**config.mk**
```make
export PLATFORM = sky130hd
export DESIGN_NAME = mdu_issue_ctrl
export DESIGN_NICKNAME = d
export VERILOG_FILES = /design/src/rtl/mdu_issue_ctrl.sv
export SDC_FILE = /design/constraint.sdc
export NUM_CORES = 1
export LEC_CHECK = 0
export CAP_MARGIN = 20
export CELL_PAD_IN_SITES_DETAIL_PLACEMENT = 0
export CELL_PAD_IN_SITES_GLOBAL_PLACEMENT = 2
export CORE_MARGIN = 8
export CORE_UTILIZATION = 21
export DETAILED_ROUTE_END_ITERATION = 10
export PLACE_DENSITY_LB_ADDON = 0.1
export SLEW_MARGIN = 20
export SYNTH_ARGS = -nofsm -noshare
export SYNTH_HDL_FRONTEND = slang
export SYNTH_SLANG_ARGS = --single-unit
```
**constraint.sdc**
```tcl
create_clock -name clk -period 1.7 [get_ports clk]
set_clock_uncertainty 0.05 [all_clocks]
set_input_delay 0.255 -clock clk [delete_from_list [all_inputs] [get_ports clk]]
set_output_delay 0.255 -clock clk [all_outputs]
set_load 0.005 [all_outputs]
```
**src/rtl/mdu_issue_ctrl.sv**
```systemverilog
// E-stage initiator for the MDU: combinational launch/decode, a local Busy mirror, and the D-stall.
// Optional watchdog on MDUBusy is compiled in with MDU_WATCHDOG_EN.
module mdu_issue_ctrl #(
    parameter logic [3:0] MULT_TIME  = 4'd5,
    parameter logic [3:0] DIV_TIME   = 4'd10,
    parameter logic [3:0] WDOG_LIMIT = 4'd12
) (
    input  logic       clk,
    input  logic       reset,
    input  logic       E_Valid,
    input  logic [3:0] E_MDUOP,
    input  logic [1:0] E_ReadHILO,
    input  logic       D_UsesMDU,
    input  logic       MDUBusy,
    output logic       Start,
    output logic [3:0] MDUOP,
    output logic [1:0] ReadHILO,
    output logic [3:0] Time,
    output logic       StallD,
    output logic       ProtoErr,
    output logic       Timeout
);

    typedef enum logic {
        IDLE = 1'b0,
        WAIT = 1'b1
    } state_t;

    state_t     state_q, state_d;
    logic [3:0] cnt_q, cnt_d;
    logic       perr_q, perr_d;
    logic       is_mult, is_div, is_md;

    always_comb begin
        is_mult  = E_Valid && (E_MDUOP == 4'b0001 || E_MDUOP == 4'b0010);
        is_div   = E_Valid && (E_MDUOP == 4'b0011 || E_MDUOP == 4'b0100);
        is_md    = is_mult || is_div;
        MDUOP    = E_Valid ? E_MDUOP : 4'd0;
        ReadHILO = E_Valid ? E_ReadHILO : 2'd0;
        Time     = is_mult ? MULT_TIME : (is_div ? DIV_TIME : 4'd0);
        Start    = is_md && (state_q == IDLE);
        StallD   = D_UsesMDU && (Start || state_q == WAIT);
    end

    // WAIT spans exactly the cycles the MDU reports Busy after the launch cycle.
    always_comb begin
        state_d = state_q;
        cnt_d   = cnt_q;
        case (state_q)
            IDLE: begin
                if (Start) begin
                    state_d = WAIT;
                    cnt_d   = Time;
                end
            end
            WAIT: begin
                cnt_d = cnt_q - 4'd1;
                if (cnt_q == 4'd1) begin
                    state_d = IDLE;
                    cnt_d   = 4'd0;
                end
            end
            default: begin
                state_d = IDLE;
                cnt_d   = 4'd0;
            end
        endcase
    end

    always_comb begin
        perr_d = perr_q;
        if (is_md && state_q == WAIT)
            perr_d = 1'b1;
        if (MDUBusy && state_q == IDLE && !Start)
            perr_d = 1'b1;
        if (!MDUBusy && state_q == WAIT)
            perr_d = 1'b1;
    end

    always_ff @(posedge clk or posedge reset) begin
        if (reset) begin
            state_q <= IDLE;
            cnt_q   <= 4'd0;
            perr_q  <= 1'b0;
        end else begin
            state_q <= state_d;
            cnt_q   <= cnt_d;
            perr_q  <= perr_d;
        end
    end

    assign ProtoErr = perr_q;

`ifdef MDU_WATCHDOG_EN
    logic [3:0] wdog_q, wdog_d;
    logic       timeout_q, timeout_d;

    always_comb begin
        wdog_d    = MDUBusy ? ((wdog_q == 4'hF) ? wdog_q : wdog_q + 4'd1) : 4'd0;
        timeout_d = timeout_q || (wdog_d >= WDOG_LIMIT);
    end

    always_ff @(posedge clk or posedge reset) begin
        if (reset) begin
            wdog_q    <= 4'd0;
            timeout_q <= 1'b0;
        end else begin
            wdog_q    <= wdog_d;
            timeout_q <= timeout_d;
        end
    end

    assign Timeout = timeout_q;
`else
    logic unused_wdog_limit;
    assign unused_wdog_limit = ^WDOG_LIMIT;
    assign Timeout           = 1'b0;
`endif

endmodule

```
==> impl_metrics.tcl <==
set metrics [dict create \
    numPortBuffers 23 \
    start_kind "primary input" \
    total_power_mw 0.846 \
    viasPerCell 4.51 \
    fmax_ghz 0.608 \
    diodes 0 \
    critical_path_peak_fanout 3 \
    r2r_setup_slack_ns 0.09 \
    die_y_um 66.1 \
    grt_pass1_vias 596 \
    drv_cap 0 \
    grt_max_degree 12 \
    grt_usage_pct 7.93 \
    hp-class "primary input to asynchronous set/reset pin" \
    ys_types 33 \
    cts.sinks 6 \
    rsz0062_at_grt "no" \
    p_per_area_nw_per_um2 881 \
    endpoint "Time[1]" \
    ant_nets 0 \
    syn-instance-count 61 \
    dr.pass1.iters 2 \
    gr-usage-met3_pct 3.22 \
    worst-r2r-cell-count 5 \
    antenna_found_initial 0 \
    dp_hpwl_mm 1.33 \
    yosysWarningCount 0 \
    grt_util_met2_pct 13.1 \
    critPathCaptureType "primary output" \
    reg2reg_from "cnt_q[1]" \
    yosys_register_bits 6 \
    drc_errors 0 \
    htree_num_levels 1 \
    ys_seq_area_share_pct 28.4 \
    gr-usage-met1_pct 9.06 \
    ir_drop_mv 0.764 \
    vias 595 \
    status "completed" \
    drt_iter0_markers 14 \
    clk_latency_ns 0.24 \
    arrival_ns 1.34 \
    finalHoldViolCount 0 \
    routedWlPerCell_um 12.9 \
    dieArea_um2 4370 \
    place_congestion 0.740 \
    power.leakage_nw 0.431 \
    fin_crit_sh_pct 96.8 \
    die_x_um 66.1 \
    synth.net_count 74 \
    grt_pass1_wl_mm 2.73 \
    rows 18 \
    cts_buffer_depth 2 \
    cts_buffers 3 \
    grt_overflow 0 \
    coreArea_um2 2430 \
    tritoncts "done" \
    tns_ns 0 \
    rr_endpoint "cnt_q[2]" \
    syn_to_final_growth_pct 81.8 \
    ctsRootBufferMaster "clkbuf_4" \
    initial_core_util_pct 21.7 \
    layout_commonest_cell "buf_4" \
    synth_area_um2 528 \
    syn_area_per_cell_um2 8.66 \
    post-route-min-period_ns 1.65 \
    finalSetupViolCount 0 \
    fin_nets 117 \
    required_ns 1.39 \
    maxSlewViolCount 0 \
    critPathLaunch "E_MDUOP[3]" \
    cts.clk_slew.worst_paths_ns 0.05 \
    final_cell_mix "17 x buf_4, 12 x clkdlybuf4s50_1, 6 x dfrtp_1, 6 x and2_1, 5 x inv_1" \
    path_class "primary input to primary output" \
    pin_count 25 \
    drive_gt1_share_pct 40.2 \
    gr-max-usage-layer "met2" \
    wl_mm 1.70 \
]
[per-layer routing]
metal	share of wire, %	vias to the layer above
li1	-	302
met5	0	-
met3	7.3	2
met2	51	15
met1	41	276
met4	0.71	0
[flip-flops by register name, indices dropped and copies added (netlist names)]
name,count
state_q,1
ProtoErr,1
cnt_q,4
[area by class of cell]
type / count / area (um2)
fillers: 263 / 1470
repair buffers: 44 / 370
multi-input cells: 44 / 360
flip-flops and latches: 6 / 150
well taps: 30 / 37.5
clock buffers: 3 / 22.5
inverters: 5 / 18.8
[how the worst min path moves through the flow]
stage          startpoint       end  slack (ns)  depth (start not counted)
2_1_floorplan       reset  ProtoErr      -0.004                          1
3_3_place_gp        reset  ProtoErr        0.43                          2
3_5_place_dp        reset   state_q        0.44                          2
4_1_cts             reset   state_q        0.17                          2
5_1_grt             reset   state_q        0.18                          2
6_report            reset   state_q        0.17                          2
[power by group]
| group | switching, mW | internal, mW |
|---|---|---|
| registers | 0.0667 | 0.206 |
| clock network | 0.0520 | 0.0799 |
| logic | 0.199 | 0.242 |
[cell families (layout without fill, tap and decap cells)]
group	Yosys count	count (layout)	share of synthesized area [%]
and+or+nand+nor	24	24	28.0
adders and majority gates	2	2	4.74
buffers and inverters	11	52	12.1
xor gates and xnor gates	1	1	1.66
other	1	1	0.710
AOI/OAI and AO/OA	16	16	24.4
DFF	6	6	28.4
[synth_stat cells]
cell / instances / area share [%]
nand2b_1: 1 / 1.2
or2b_2: 2 / 3.3
o311a_1: 2 / 3.8
clkbuf_1: 1 / 0.71
nand2_1: 1 / 0.71
inv_1: 5 / 3.6
xnor2_1: 1 / 1.7
o32ai_1: 1 / 1.7
ha_1: 2 / 4.7
and2_1: 6 / 7.1
nor4_1: 1 / 1.2
o311ai_0: 2 / 3.3
a211o_1: 1 / 1.7
buf_4: 4 / 5.7
and2_2: 1 / 1.4
conb_1: 1 / 0.71
o21ai_0: 1 / 0.95
or3b_1: 1 / 1.7
nor3_1: 5 / 4.7
o211ai_1: 1 / 1.4
a21oi_1: 1 / 0.95
nor2_1: 2 / 1.4
dfrtp_1: 6 / 28
or2_2: 2 / 2.4
a311o_1: 1 / 1.9
o31a_2: 1 / 1.9
buf_6: 1 / 2.1
nand3b_1: 1 / 1.4
a31oi_1: 2 / 2.4
o21a_1: 1 / 1.4
o31ai_1: 1 / 1.4
nor3b_1: 1 / 1.4
o31a_1: 1 / 1.7
[worst max-delay path, stage by stage]
cell,delay (ns)
dlygate4sd2_1,0.24
or2b_4,0.27
buf_6,0.13
a21oi_2,0.11
buf_4,0.13
clkdlybuf4s15_1,0.20
[stage by stage]
stage | hold slack, ns | util, % | setup WS (ns) | instance area [um2] | instances
3_5_place_dp | 0.436 | 35.5 | -0.658 | 863 | 123
5_1_grt | 0.184 | 39.5 | 0.0104 | 960 | 132
3_3_place_gp | 0.426 | 35.5 | -0.668 | 863 | 123
4_1_cts | 0.171 | 39.6 | 0.00838 | 963 | 131
2_1_floorplan | -0.00404 | - | 0.214 | 528 | 61
6_report | 0.171 | 39.5 | 0.0540 | 960 | 132
[repair_timing]
item / 4_1_cts / 5_1_grt
endpoints found under the hold margin: 0 / 0
resized for setup: 36 / 6
pin swaps: 3 / 3
hold buffers: 0 / 0
setup endpoints to repair: 14 / 3
setup buffers: 5 / 1
Power figures use the tool's default switching activity.
